[src/rtl/mips_mem_pkg.sv]
// Shared types for the MEM-stage load/store path:
// access size codes, controller state encoding and data width.
package mips_mem_pkg;

  localparam int LEN_DATA = 32;

  typedef enum logic [1:0] {
    SZ_BYTE = 2'b00,
    SZ_HALF = 2'b01,
    SZ_WORD = 2'b10,
    SZ_BAD  = 2'b11
  } size_e;

  typedef enum logic [1:0] {
    IDLE = 2'b00,
    RD_A = 2'b01,
    RD_D = 2'b10,
    WR   = 2'b11
  } state_e;

  // Size code illegal, or address not aligned to the access size.
  function automatic logic bad_align(size_e sz, logic [1:0] off);
    logic r;
    r = 1'b0;
    unique case (sz)
      SZ_HALF: r = off[0];
      SZ_WORD: r = (off != 2'b00);
      SZ_BAD:  r = 1'b1;
      default: r = 1'b0;
    endcase
    return r;
  endfunction

endpackage

[src/rtl/mem_access_unit_if.sv]
// Pipeline request/response and data-memory port bundle
// of the MEM-stage load/store controller.
interface mem_access_unit_if #(
  parameter int len_addr = 32,
  parameter int len_data = 32
);
  logic                req_rd;
  logic                req_wr;
  logic [1:0]          req_size;
  logic                req_signed;
  logic [len_addr-1:0] req_addr;
  logic [len_data-1:0] req_wdata;
  logic                stall;
  logic                done;
  logic [len_data-1:0] load_data;
  logic                addr_err;
  logic                mem_rd;
  logic                mem_wr;
  logic [len_addr-1:0] mem_addr;
  logic [len_data-1:0] mem_wdata;
  logic [len_data-1:0] mem_rdata;

  modport master (
    output req_rd, req_wr, req_size, req_signed,
    output req_addr, req_wdata, mem_rdata,
    input  stall, done, load_data, addr_err,
    input  mem_rd, mem_wr, mem_addr, mem_wdata
  );

  modport slave (
    input  req_rd, req_wr, req_size, req_signed,
    input  req_addr, req_wdata, mem_rdata,
    output stall, done, load_data, addr_err,
    output mem_rd, mem_wr, mem_addr, mem_wdata
  );
endinterface

[src/rtl/lane_align.sv]
// Byte/half lane extract with sign/zero extension for loads,
// and lane merge into a read word for sub-word stores.
module lane_align
  import mips_mem_pkg::*;
(
  input  logic [LEN_DATA-1:0] word,
  input  size_e               size,
  input  logic                sgn,
  input  logic [1:0]          off,
  input  logic [LEN_DATA-1:0] wdata,
  output logic [LEN_DATA-1:0] load_val,
  output logic [LEN_DATA-1:0] merged
);

  logic [7:0]  b;
  logic [15:0] h;

  always_comb begin
    b        = word[{off, 3'b000} +: 8];
    h        = off[1] ? word[31:16] : word[15:0];
    load_val = word;
    merged   = word;
    unique case (1'b1)
      (size == SZ_BYTE): begin
        load_val = {{24{sgn & b[7]}}, b};
        merged[{off, 3'b000} +: 8] = wdata[7:0];
      end
      (size == SZ_HALF): begin
        load_val = {{16{sgn & h[15]}}, h};
        if (off[1]) merged[31:16] = wdata[15:0];
        else        merged[15:0]  = wdata[15:0];
      end
      default: ;
    endcase
  end

endmodule

[src/rtl/mem_access_unit.sv]
// MEM-stage load/store controller: word memory cycles,
// read-modify-write for sub-word stores, pipeline stall.
module mem_access_unit
  import mips_mem_pkg::*;
#(
  parameter int len_addr  = 32,
  parameter int len_data  = 32,
  parameter int ram_depth = 2048
) (
  input logic             clk,
  input logic             reset_n,
  mem_access_unit_if.slave bus
);

  localparam int IW = len_addr - 2;
  localparam logic [IW-1:0] DEPTH = IW'(ram_depth);

  state_e              state_q, state_d;
  logic [IW-1:0]       idx_q;
  logic [1:0]          off_q;
  size_e               size_q;
  logic                sgn_q;
  logic                ld_q;
  logic [len_data-1:0] wdata_q;
  logic [len_data-1:0] merged_q;
  logic [len_data-1:0] load_q;
  logic                done_q, err_q;

  logic                done_d, err_d;
  logic                lat_en, load_en, merge_en;
  logic                stall, mem_rd, mem_wr;
  logic [IW-1:0]       idx;
  logic [len_data-1:0] mem_wdata;
  logic [IW-1:0]       req_idx;
  logic                req_any, bad;
  logic [len_data-1:0] load_val, merged;

  assign req_idx = bus.req_addr[len_addr-1:2];
  assign req_any = bus.req_rd | bus.req_wr;
  assign bad     = (bus.req_rd & bus.req_wr)
                 | bad_align(size_e'(bus.req_size),
                             bus.req_addr[1:0])
                 | (req_idx >= DEPTH);

  lane_align u_lane (
    .word     (bus.mem_rdata),
    .size     (size_q),
    .sgn      (sgn_q),
    .off      (off_q),
    .wdata    (wdata_q),
    .load_val (load_val),
    .merged   (merged)
  );

  always_comb begin
    state_d   = state_q;
    stall     = 1'b0;
    mem_rd    = 1'b0;
    mem_wr    = 1'b0;
    idx       = idx_q;
    mem_wdata = '0;
    done_d    = 1'b0;
    err_d     = 1'b0;
    lat_en    = 1'b0;
    load_en   = 1'b0;
    merge_en  = 1'b0;
    unique case (state_q)
      IDLE: begin
        if (req_any) begin
          if (bad) begin
            err_d = 1'b1;
          end else if (bus.req_wr &&
                       bus.req_size == SZ_WORD) begin
            mem_wr    = 1'b1;
            idx       = req_idx;
            mem_wdata = bus.req_wdata;
            done_d    = 1'b1;
          end else begin
            mem_rd  = 1'b1;
            idx     = req_idx;
            stall   = 1'b1;
            lat_en  = 1'b1;
            state_d = RD_A;
          end
        end
      end
      RD_A: begin
        mem_rd  = 1'b1;
        stall   = 1'b1;
        state_d = RD_D;
      end
      RD_D: begin
        if (ld_q) begin
          load_en = 1'b1;
          done_d  = 1'b1;
          state_d = IDLE;
        end else begin
          merge_en = 1'b1;
          stall    = 1'b1;
          state_d  = WR;
        end
      end
      WR: begin
        mem_wr    = 1'b1;
        mem_wdata = merged_q;
        done_d    = 1'b1;
        state_d   = IDLE;
      end
    endcase
    // Memory strobes must fall with reset, not wait for a clock.
    if (!reset_n) begin
      mem_rd = 1'b0;
      mem_wr = 1'b0;
      stall  = 1'b0;
    end
  end

  always_ff @(posedge clk or negedge reset_n) begin
    if (!reset_n) begin
      state_q  <= IDLE;
      idx_q    <= '0;
      off_q    <= '0;
      size_q   <= SZ_BYTE;
      sgn_q    <= 1'b0;
      ld_q     <= 1'b0;
      wdata_q  <= '0;
      merged_q <= '0;
      load_q   <= '0;
      done_q   <= 1'b0;
      err_q    <= 1'b0;
    end else begin
      state_q <= state_d;
      done_q  <= done_d;
      err_q   <= err_d;
      if (lat_en) begin
        idx_q   <= req_idx;
        off_q   <= bus.req_addr[1:0];
        size_q  <= size_e'(bus.req_size);
        sgn_q   <= bus.req_signed;
        ld_q    <= bus.req_rd;
        wdata_q <= bus.req_wdata;
      end
      if (load_en)  load_q   <= load_val;
      if (merge_en) merged_q <= merged;
    end
  end

  assign bus.stall     = stall;
  assign bus.done      = done_q;
  assign bus.addr_err  = err_q;
  assign bus.load_data = load_q;
  assign bus.mem_rd    = mem_rd;
  assign bus.mem_wr    = mem_wr;
  assign bus.mem_addr  = {2'b00, idx};
  assign bus.mem_wdata = mem_wdata;

endmodule

[src/flat_wrapper.sv]
// flat-port wrapper written by rule: the top's interface ports become plain ports
module mem_access_unit_flat import mips_mem_pkg::*;
#(
  parameter int len_addr  = 32,
  parameter int len_data  = 32,
  parameter int ram_depth = 2048
)
  (clk, reset_n, bus_req_rd, bus_req_wr, bus_req_size, bus_req_signed, bus_req_addr, bus_req_wdata, bus_mem_rdata, bus_stall, bus_done, bus_load_data, bus_addr_err, bus_mem_rd, bus_mem_wr, bus_mem_addr, bus_mem_wdata);
  mem_access_unit_if #(.len_addr(len_addr), .len_data(len_data)) bus_i ();
  input logic clk;
  input logic reset_n;
  input wire logic [$bits(bus_i.req_rd)-1:0] bus_req_rd;
  input wire logic [$bits(bus_i.req_wr)-1:0] bus_req_wr;
  input wire logic [$bits(bus_i.req_size)-1:0] bus_req_size;
  input wire logic [$bits(bus_i.req_signed)-1:0] bus_req_signed;
  input wire logic [$bits(bus_i.req_addr)-1:0] bus_req_addr;
  input wire logic [$bits(bus_i.req_wdata)-1:0] bus_req_wdata;
  input wire logic [$bits(bus_i.mem_rdata)-1:0] bus_mem_rdata;
  output wire logic [$bits(bus_i.stall)-1:0] bus_stall;
  output wire logic [$bits(bus_i.done)-1:0] bus_done;
  output wire logic [$bits(bus_i.load_data)-1:0] bus_load_data;
  output wire logic [$bits(bus_i.addr_err)-1:0] bus_addr_err;
  output wire logic [$bits(bus_i.mem_rd)-1:0] bus_mem_rd;
  output wire logic [$bits(bus_i.mem_wr)-1:0] bus_mem_wr;
  output wire logic [$bits(bus_i.mem_addr)-1:0] bus_mem_addr;
  output wire logic [$bits(bus_i.mem_wdata)-1:0] bus_mem_wdata;
  assign bus_i.req_rd = bus_req_rd;
  assign bus_i.req_wr = bus_req_wr;
  assign bus_i.req_size = bus_req_size;
  assign bus_i.req_signed = bus_req_signed;
  assign bus_i.req_addr = bus_req_addr;
  assign bus_i.req_wdata = bus_req_wdata;
  assign bus_i.mem_rdata = bus_mem_rdata;
  assign bus_stall = bus_i.stall;
  assign bus_done = bus_i.done;
  assign bus_load_data = bus_i.load_data;
  assign bus_addr_err = bus_i.addr_err;
  assign bus_mem_rd = bus_i.mem_rd;
  assign bus_mem_wr = bus_i.mem_wr;
  assign bus_mem_addr = bus_i.mem_addr;
  assign bus_mem_wdata = bus_i.mem_wdata;
  mem_access_unit #(.len_addr(len_addr), .len_data(len_data), .ram_depth(ram_depth)) u_core (.clk(clk), .reset_n(reset_n), .bus(bus_i));
endmodule
[config.mk]
export PLATFORM = sky130hd
export DESIGN_NAME = mem_access_unit_flat
export DESIGN_NICKNAME = d
export VERILOG_FILES = /design/src/rtl/mips_mem_pkg.sv /design/src/rtl/mem_access_unit_if.sv /design/src/rtl/lane_align.sv /design/src/rtl/mem_access_unit.sv /design/src/flat_wrapper.sv
export SDC_FILE = /design/constraint.sdc
export NUM_CORES = 1
export LEC_CHECK = 0
export ABC_AREA = 1
export ABC_CLOCK_PERIOD_IN_PS = 2600
export CORE_UTILIZATION = 40
export DETAILED_ROUTE_END_ITERATION = 12
export DONT_BUFFER_PORTS = 1
export SYNTH_ARGS = -nofsm -noshare
export SYNTH_HDL_FRONTEND = slang
export SYNTH_SLANG_ARGS = --single-unit
[constraint.sdc]
create_clock -name clk -period 2.6 [get_ports clk]
set_clock_uncertainty 0.05 [all_clocks]
set_input_delay 0.52 -clock clk [delete_from_list [all_inputs] [get_ports clk]]
set_output_delay 0.52 -clock clk [all_outputs]
set_load 0.05 [all_outputs]
# After elaboration in Yosys (flattened, before gate mapping)
# Index checks and enable logic that the tools add are counted.
[totals]
register_bits = 120
in_bits = 103
out_inout_bits = 101
elab_cells = 77
[classes]
n_addsub = 1
order_cmp = 1
eq_ne = 10
shifts = 3
n_mux = 40
n_bitwise = 6
reduce_logical = 5
[ops]
columns = ["op", "count"]
rows = [
  ["32-bit one-hot mux with 2 select lines", 3],
  ["32-bit 2-to-1 mux", 3],
  ["30-bit 2-to-1 mux", 3],
  ["16-bit 2-to-1 mux", 3],
  ["32-bit bitwise mux", 1],
  ["8-bit by 7-bit variable shift with 32-bit output (first input constant)", 1],
  ["32-bit by 6-bit variable part select with 8-bit output", 1],
  ["8-bit by 7-bit variable part select with 32-bit output", 1],
  ["30-bit by 12-bit >= comparator with 1-bit output (second input constant)", 1],
  ["1-bit 2-to-1 mux", 17],
  ["1-bit one-hot mux with 3 select lines", 3],
  ["2-bit equality test (second input constant)", 4],
  ["2-bit 2-to-1 mux", 4],
  ["2-bit one-hot mux with 4 select lines", 1],
  ["5-bit negator with 7-bit output", 1],
  ["2-bit by 1-bit equality test with 1-bit output (second input constant)", 3],
  ["2-bit logical NOT", 2],
  ["2-bit inequality test (second input constant)", 2],
  ["1-bit one-hot mux with 2 select lines", 2],
  ["1-bit AND", 3],
  ["1-bit bitwise OR", 3],
  ["3-bit AND reduction", 1],
  ["2-bit by 1-bit inequality test with 1-bit output (second input constant)", 1],
  ["2-bit nonzero test", 1],
  ["1-bit logical AND", 1],
]

# Depth between registers and ports, before layout
# Gate-level depths: netlist (run 1).
[depth]
ltp_word = 8
depth_mapped = 11
mapped_depth_nobuf = 9

# By module
# A second synthesis (run 1) with hierarchy kept.
[hier_totals]
hier_cells = 1183
area_unflattened_um2 = 8378.0
[by_module_without_submodules]
columns = ["module", "n_inst", "cells_per_inst", "area_each_um2", "seq_area_each_um2"]
rows = [
  ["mem_access_unit", 1, 739, 6253.5, 3403.3],
  ["lane_align", 1, 444, 2124.5, 0.0],
]

# Least setup slack after synthesis (run 1)
# No wires, ideal clock.
[synth_timing]
path_kind = "register to output"
from = "reg u_core.state_q[1]"
to = "out bus_mem_addr[10]"
arrival_time_ns = 2.435
required_ns = 2.030
path_slack_ns = -0.405
stages_incl_launch_ff = 8
n_path_buf = 1
cell_sequence = "dfrtp_1 > inv_1 > ha_1 > inv_1 > nor2_1 > nand2_1 > clkbuf_1 > o21ai_0"
[synth_between]
elab_chain_len = 2
[synth_rtl]
columns = ["element", "line", "rtl"]
rows = [
  ["start, declared", "mem_access_unit.sv:18", "state_e state_q, state_d;"],
  ["start signal, assigned", "mem_access_unit.sv:132", "state_q <= state_d;"],
  ["2-bit logical NOT", "mem_access_unit.sv:67", "unique case (state_q)"],
  ["30-bit 2-to-1 mux", "mem_access_unit.sv:67", ""],
  ["end, declared", "flat_wrapper.sv:25", "output wire logic [$bits(bus_i.mem_addr)-1:0] bus_mem_addr;"],
]
# Every way passes these cells.

# Final worst setup path (run 1)
[layout_timing]
from = "reg u_core.state_q[1]"
to = "out bus_mem_wdata[16]"
[layout_between]
elab_chain_len = 2
elab_cells_between_ends = 3
cone_classes = "eq/ne (1); mux (1); reduce/logical (1)"
[layout_rtl]
columns = ["element", "line", "rtl"]
rows = [
  ["2-bit equality test or 2-bit logical NOT (tied branches)", "mem_access_unit.sv:67", ""],
  ["32-bit one-hot mux with 2 select lines (*)", "mem_access_unit.sv:67", ""],
  ["end, declared", "flat_wrapper.sv:26", "output wire logic [$bits(bus_i.mem_wdata)-1:0] bus_mem_wdata;"],
]
# Every way passes the cells marked *; elsewhere a longest branch is shown, timed or not.

==> results of run 1 <==
==> registers in the layout (all words and copies together) (netlist names) <==
register and count:
u_core.sgn_q 1, u_core.wdata_q 16, u_core.state_q 2, u_core.size_q 2, u_core.idx_q 30, u_core.bus.load_data 32, u_core.ld_q 1, u_core.merged_q 32
u_core.bus.done 1, u_core.bus.addr_err 1, u_core.off_q 2
==> cell families after synthesis <==
family | after synthesis | synth area share [%]
AND/OR/NAND/NOR | 401 | 22.5
AO/OA/AOI/OAI | 294 | 22.9
buffers and inverters | 201 | 11.7
flip-flops | 120 | 40.9
adder cells (fa/ha/maj) | 11 | 1.88
other | 1 | 0.0511
==> worst min path at each step <==
stage                       start                  end  slack (ps)
final                     reset_n  u_core.merged_q[11]        -260
after global routing      reset_n  u_core.merged_q[13]        -280
after CTS                 reset_n  u_core.merged_q[13]        -270
after detailed placement  reset_n    u_core.wdata_q[9]         180
after global placement    reset_n    u_core.wdata_q[9]         180
after floorplan           reset_n  u_core.bus.addr_err         170
==> stage by stage <==
stage / util, % / total power, mW / instance area (um^2) / TNS (ps) / std cells
2_1_floorplan: - / 3.86 / 7540 / -1970 / 1029
4_1_cts: 51.7 / 7.38 / 9280 / -928 / 1313
5_1_grt: 53.3 / 7.87 / 9570 / -3560 / 1322
3_5_place_dp: 47.6 / 4.76 / 8550 / 0 / 1275
3_3_place_gp: 47.6 / 4.75 / 8550 / 0 / 1275
6_report: 53.3 / 7.54 / 9570 / -387 / 1322
==> metal layers <==
metal	part of all wire [%]	vias to the layer above	routed length (um)	track usage, %
met5	0	-	0	0
met4	2.7	0	647	10.9
met3	8.1	40	1950	6.81
met2	50	291	12000	42.7
met1	40	3425	9530	30.5
li1	-	3473	-	-
==> power groups by stage <==
| stage | clock network [mW] | registers [mW] | logic, mW |
|---|---|---|---|
| 6_report | 2.48 | 2.34 | 2.72 |
| 5_1_grt | 2.58 | 2.38 | 2.91 |
| 4_1_cts | 2.52 | 2.34 | 2.52 |
| 3_5_place_dp | 0 | 2.37 | 2.39 |
| 3_3_place_gp | 0 | 2.37 | 2.38 |
| 2_1_floorplan | 0 | 2.33 | 1.53 |
==> synthesized netlist by cell type, types with 2 or more instances <==
library cell	instances	share of area (%)
sky130_fd_sc_hd__buf_4	10	1.0
sky130_fd_sc_hd__o22ai_1	40	3.4
sky130_fd_sc_hd__buf_2	15	1.0
sky130_fd_sc_hd__nor2_1	85	4.3
sky130_fd_sc_hd__a21oi_1	113	7.7
sky130_fd_sc_hd__nor2_2	2	0.17
sky130_fd_sc_hd__a21boi_0	19	1.9
sky130_fd_sc_hd__nand4_1	3	0.26
sky130_fd_sc_hd__ha_1	11	1.9
sky130_fd_sc_hd__dfrtp_1	120	41
sky130_fd_sc_hd__inv_1	124	6.3
sky130_fd_sc_hd__a31oi_1	23	2.0
sky130_fd_sc_hd__inv_2	3	0.15
sky130_fd_sc_hd__nor3_1	10	0.68
sky130_fd_sc_hd__nand3_1	54	3.7
sky130_fd_sc_hd__clkbuf_1	39	2.0
sky130_fd_sc_hd__buf_6	6	0.92
sky130_fd_sc_hd__o21ai_0	62	4.2
sky130_fd_sc_hd__o21ai_1	12	0.82
sky130_fd_sc_hd__o211ai_1	10	1.0
sky130_fd_sc_hd__nand3_2	2	0.27
sky130_fd_sc_hd__nand2_1	240	12
sky130_fd_sc_hd__a211oi_1	3	0.31
sky130_fd_sc_hd__clkbuf_2	2	0.14
sky130_fd_sc_hd__a21oi_2	9	1.1
==> layout make-up <==
| cell class | instances | area (um^2) | share of cell area, % |
|---|---|---|---|
| clock buffer | 18 | 439 | 4.59 |
| clock inverter | 14 | 171 | 1.79 |
| inverter | 128 | 487 | 5.09 |
| multi-input combinational | 708 | 3810 | 39.8 |
| sequential | 120 | 3000 | 31.4 |
| tap | 229 | 287 | 2.99 |
| timing repair buffer | 105 | 1380 | 14.4 |
==> what timing repair did <==
action / CTS / global route
setup endpoints to repair: 63 / 62
cloned: 1 / 3
buffers inserted: 5 / 7
pin swaps: 5 / 14
hold endpoints to repair: 120 / 120
gates resized for setup: 11 / 46
==> load_flow_metrics.sql, run 1 <==
INSERT INTO impl_metrics (metric_group, metric, value, unit) VALUES
('clock_tree', 'cts.reportedPaths.clkPinSlew', '60', 'ps'),
('global_route', 'grt-ovfl-total', '0', ''),
('detailed_routing', 'drt_iter0_drc', '568', ''),
('place', 'place.port_buffers', '0', ''),
('timing', 'hold_violations', '120', ''),
('global_route', 'grt_pass1_vias', '6750', ''),
('logic_synthesis', 'ys.warnings.count', '0', ''),
('setup_path', 'critical_path.reg2reg.startpoint', 'u_core.off_q[1]', ''),
('floorplan', 'num_io_pins', '204', ''),
('setup_path', 'critical_path.top_delay_family', 'buffers and inverters', ''),
('cells_and_area', 'antenna_cells', '0', ''),
('setup_path', 'crit_start', 'u_core.state_q[1]', ''),
('pwr', 'combinationalPowerShare', '36.0', '%'),
('cells_and_area', 'finish.net_count', '1194', ''),
('pwr', 'power.net_switching', '2.76', 'mW'),
('global_route', 'grt_util_all_layers', '25.4', '%'),
('timing', 'layout_setup_ws', '-38.1', 'ps'),
('run_status', 'status', 'finished with violations', ''),
('detailed_routing', 'detail_route.vias_per_cell', '5.47', ''),
('cells_and_area', 'areaGrowthSynthToFinish', '30.4', '%'),
('setup_path', 'rrSetupSlack', '300', 'ps'),
('logic_synthesis', 'ffs_w_async_s_r_synth', '100', '%'),
('pwr', 'p_sw_share', '36.7', '%'),
('place', 'gpl.final_weighted_congestion', '0.923', ''),
('detailed_routing', 'drt-total-wl', '24100', 'um'),
('floorplan', 'design.core.area', '18000', 'um^2'),
('place', 'dp_worst_slack', '296', 'ps'),
('timing', 'grt_setup_unrepaired', 'yes', ''),
('logic_synthesis', 'register_area_share_after_synthesis', '40.9', '%'),
('floorplan', 'die-width', '137', 'um'),
('setup_path', 'critical_path_cell_count', '9', ''),
('detailed_routing', 'first_pass_iters', '5', ''),
('logic_synthesis', 'yosys_register_bits', '120', ''),
('timing', 'slew_viol_final', '0', ''),
('setup_path', 'cp.arrival', '2070', 'ps'),
('clock_tree', 'clock_tree_from_tritoncts', 'built', ''),
('logic_synthesis', 'synthCells', '1028', ''),
('floorplan', 'area_of_the_die', '18900', 'um^2'),
('cells_and_area', 'final_common_cell', 'sky130_fd_sc_hd__nand2_1', ''),
('run', 'max_cap_viol_count', '0', ''),
('detailed_routing', 'residual_drc_count', '0', ''),
('setup_path', 'criticalPathCategory', 'reg2out', ''),
('clock_tree', 'htree_num_levels', '4', ''),
('timing', 'slew_headroom', '47.0', '%'),
('setup_path', 'maximum_fanout_along_the_worst_path', '8', ''),
('global_route', 'pin_count_of_the_biggest_net_entering_global_routing', '122', ''),
('logic_synthesis', 'synth.distinct_cells', '36', ''),
('clock_tree', 'numCtsBuffers', '17', ''),
('floorplan', 'die_height', '137', 'um'),
('setup_path', 'worstPathRequired', '2030', 'ps'),
('setup_path', 'worst-path-buf-inv', '5', ''),
('logic_synthesis', 'synth_flop_cell', 'sky130_fd_sc_hd__dfrtp_1', ''),
('global_route', 'initial_antenna_violation_count', '0', ''),
('setup_path', 'rr_endpoint', 'u_core.merged_q[0]', ''),
('hold_path', 'min-delay-path-class', 'in2async', ''),
('setup_path', 'setup.worst_path.start_class', 'flip-flop', ''),
('setup_path', 'endpoint_kind', 'primary output', ''),
('timing', 'max_slew.worst_pin.slew', '795', 'ps'),
('timing', 'finalHoldWorstSlack', '-260', 'ps'),
('clock_tree', 'cts-root-buf', 'sky130_fd_sc_hd__clkbuf_16', ''),
('setup_path', 'cp-endpoint', 'bus_mem_wdata[16]', ''),
('clock_tree', 'cts.sinks', '120', ''),
('place', 'place.detailed.hpwl', '16600', 'um'),
('global_route', 'global_route_wire_length_before_repair', '36200', 'um'),
('clock_tree', 'worst_skew_pair.late_latency', '430', 'ps'),
('run_status', 'violations_in_the_final_reports', 'hold timing, setup timing', ''),
('logic_synthesis', 'post_synth_edffs', '0', ''),
('clock_tree', 'cts-root-to-sink-buffers', '2', ''),
('timing', 'timing.final.setup_violations', '16', ''),
('setup_path', 'worstPathCellList', 'inv_2 -> ha_4 -> clkinvlp_4 -> nor2_4 -> buf_6 -> clkbuf_16 -> nand3_1 -> a21oi_2 -> buf_12', ''),
('pwr', 'static-leakage-power', '4.33', 'nW');
Power figures use the tool's default switching activity.
==> run 2, diff against run 1 <==
- CTS_BUF_LIST: default -> sky130_fd_sc_hd__clkbuf_16
==> run 2 against run 1 <==
The run still ends with hold timing, setup timing left. Die area unchanged. Critical path depth unchanged. Final area is 0.14% lower. Utilization is 0.077 points lower. Non-clock buffer count did not move. Register-to-register slack worse by 40 ps. Via count about the same. Sequential power barely moved. Routed wire length barely moved. Global-route usage did not move. Critical path type unchanged. Critical endpoint unchanged.
==> load_flow_metrics.sql, run 2 (same netlist as run 1, synthesis figures left out) <==
INSERT INTO impl_metrics (metric_group, metric, value, unit) VALUES
('clock_tree', 'cts-root-buf', 'sky130_fd_sc_hd__clkbuf_16', ''),
('global_route', 'pin_count_of_the_biggest_net_entering_global_routing', '122', ''),
('timing', 'max_slew.worst_pin.slew', '789', 'ps'),
('detailed_routing', 'via_count', '7232', ''),
('timing', 'grt_setup_unrepaired', 'yes', ''),
('floorplan', 'die-width', '137', 'um'),
('cells_and_area', 'post-route-cell-area', '9560', 'um^2'),
('floorplan', 'design.core.area', '18000', 'um^2'),
('floorplan', 'std_cell_rows', '49', ''),
('timing', 'finalSetupTns', '-431', 'ps'),
('floorplan', 'num_io_pins', '204', ''),
('place', 'place.port_buffers', '0', ''),
('global_route', 'grt_util_all_layers', '25.4', '%'),
('cells_and_area', 'finish.net_count', '1194', ''),
('global_route', 'grt-ovfl-total', '0', ''),
('cells_and_area', 'layout.cells.non_filler', '1322', ''),
('setup_path', 'rr_worst_depth', '7', ''),
('detailed_routing', 'residual_drc_count', '0', ''),
('run_status', 'status', 'finished with violations', ''),
('pwr', 'static-leakage-power', '4.33', 'nW'),
('place', 'place.detailed.hpwl', '16600', 'um'),
('timing', 'layout_setup_ws', '-42.1', 'ps'),
('cells_and_area', 'final_cell_mix', '238 x sky130_fd_sc_hd__nand2_1, 121 x sky130_fd_sc_hd__inv_1, 119 x sky130_fd_sc_hd__dfrtp_1', ''),
('clock_tree', 'htree_num_levels', '4', ''),
('setup_path', 'endpoint_kind', 'primary output', ''),
('timing', 'final.min_clock_period', '2640', 'ps'),
('cells_and_area', 'antenna_cells', '0', ''),
('floorplan', 'die_height', '137', 'um'),
('pwr', 'pwr_density_cell', '786', 'nW/um^2'),
('global_route', 'global_route_wire_length_before_repair', '36200', 'um'),
('timing', 'slew_viol_final', '0', ''),
('clock_tree', 'cts.sinks', '120', ''),
('detailed_routing', 'drt_iter0_drc', '562', ''),
('clock_tree', 'worst_skew_pair.late_latency', '430', 'ps'),
('setup_path', 'worstPathRequired', '2030', 'ps'),
('setup_path', 'cp.arrival', '2070', 'ps'),
('hold_path', 'min-delay-path-class', 'in2async', ''),
('run_status', 'violations_in_the_final_reports', 'hold timing, setup timing', ''),
('global_route', 'initial_antenna_violation_count', '0', ''),
('detailed_routing', 'first_pass_iters', '7', ''),
('floorplan', 'area_of_the_die', '18900', 'um^2'),
('place', 'placement.cell_area', '8550', 'um^2'),
('pwr', 'peakVddDrop', '0.000616', 'V'),
('detailed_routing', 'detail_route.vias_per_cell', '5.47', ''),
('setup_path', 'setup.worst_path.start_class', 'flip-flop', ''),
('cells_and_area', 'final_layout_size_suffix_gt1_share', '21.2', '%'),
('place', 'dpl.cell_count', '1275', ''),
('clock_tree', 'numCtsBuffers', '17', ''),
('clock_tree', 'cts-root-to-sink-buffers', '2', ''),
('floorplan', 'initial_utilization', '40.8', '%'),
('clock_tree', 'cts.reportedPaths.clkPinSlew', '60', 'ps'),
('run', 'max_cap_viol_count', '0', ''),
('global_route', 'grt_pass1_vias', '6750', ''),
('detailed_routing', 'antenna_violating_nets_post_route', '0', ''),
('setup_path', 'criticalPathCategory', 'reg2out', ''),
('timing', 'slew_headroom', '47.4', '%'),
('setup_path', 'maximum_fanout_along_the_worst_path', '8', ''),
('place', 'dp_worst_slack', '296', 'ps'),
('cells_and_area', 'final_common_cell', 'sky130_fd_sc_hd__nand2_1', ''),
('cells_and_area', 'areaGrowthSynthToFinish', '30.3', '%'),
('timing', 'achievable-frequency', '378', 'MHz'),
('detailed_routing', 'drt-total-wl', '24100', 'um'),
('detailed_routing', 'detail_route.wl_per_cell', '18.2', 'um'),
('place', 'gpl.final_weighted_congestion', '0.923', ''),
('clock_tree', 'clock_tree_from_tritoncts', 'built', ''),
('timing', 'final.period_utilization', '102', '%'),
('timing', 'finalHoldWorstSlack', '-265', 'ps'),
('timing', 'timing.final.setup_violations', '16', ''),
('timing', 'hold_violations', '120', '');
-- run 2: cell types whose count changed in the layout (fill, tap and decap cells not counted) --
cell | before | now
sky130_fd_sc_hd__buf_4 | 42 | 43
sky130_fd_sc_hd__clkbuf_8 | 1 | 0
sky130_fd_sc_hd__buf_6 | 24 | 23
sky130_fd_sc_hd__clkinv_1 | 0 | 1
-- run 2: area by class of cell --
| cell class | instances | area [um^2] |
|---|---|---|
| Clock buffer | 17 | 425 |
| Timing Repair Buffer | 105 | 1370 |
| Tap cell | 229 | 287 |
| Inverter | 128 | 487 |
| Fill cell | 1724 | 8410 |
| Clock inverter | 15 | 175 |
| Multi-Input combinational cell | 708 | 3810 |
| Sequential cell | 120 | 3000 |
-- run 2: per-stage QoR --
stage                     power [mW]  util (%)
after global placement          4.75      47.6
after CTS                       7.35      51.6
final                           7.52      53.2
after floorplan                 3.86         -
after detailed placement        4.76      47.6
after global routing            7.84      53.2
-- run 2: report_power, final --
part           switching (mW)  internal (mW)  total (mW)
clock                   0.949           1.51        2.46
combinational            1.62           1.10        2.71
sequential              0.207           2.14        2.35
total                    2.77           4.74        7.52
-- run 2: worst paths after layout --
check                                  startpoint                      end  slack (ps)
worst max-delay path            u_core.state_q[1]        bus_mem_wdata[16]         -40
max in group asynchronous                 reset_n  u_core.bus.load_data[0]        2600
min in group clk                       bus_req_rd              u_core.ld_q         160
worst min register to register   u_core.idx_q[18]         u_core.idx_q[18]         410
worst min-delay path                      reset_n      u_core.merged_q[15]        -260
worst max register to register    u_core.off_q[1]       u_core.merged_q[0]         260
-- run 2: layer usage --
| metal | track usage [%] | vias up | part of all wire, % |
|---|---|---|---|
| met1 | 30.5 | 3428 | 39 |
| met5 | 0 | - | 0 |
| met3 | 6.81 | 45 | 7.9 |
| li1 | - | 3474 | - |
| met2 | 42.7 | 285 | 50 |
| met4 | 10.9 | 0 | 2.8 |
-- run 2: what timing repair did --
item / 4_1_cts / 5_1_grt
pin swaps: 5 / 14
resized for setup: 11 / 45
cloned: 1 / 3
setup endpoints to repair: 63 / 62
hold endpoints to repair: 120 / 120
setup buffers: 5 / 7
-- run 2: worst max-delay path, cell delays in order, from the launching register on --
cell                         delay, ps
sky130_fd_sc_hd__dfrtp_1           390
sky130_fd_sc_hd__inv_2              80
sky130_fd_sc_hd__ha_4              150
sky130_fd_sc_hd__clkinvlp_4        100
sky130_fd_sc_hd__nor2_4            150
sky130_fd_sc_hd__buf_6             150
sky130_fd_sc_hd__clkbuf_16         160
sky130_fd_sc_hd__nand3_1            90
sky130_fd_sc_hd__a21oi_2           190
sky130_fd_sc_hd__buf_12            160
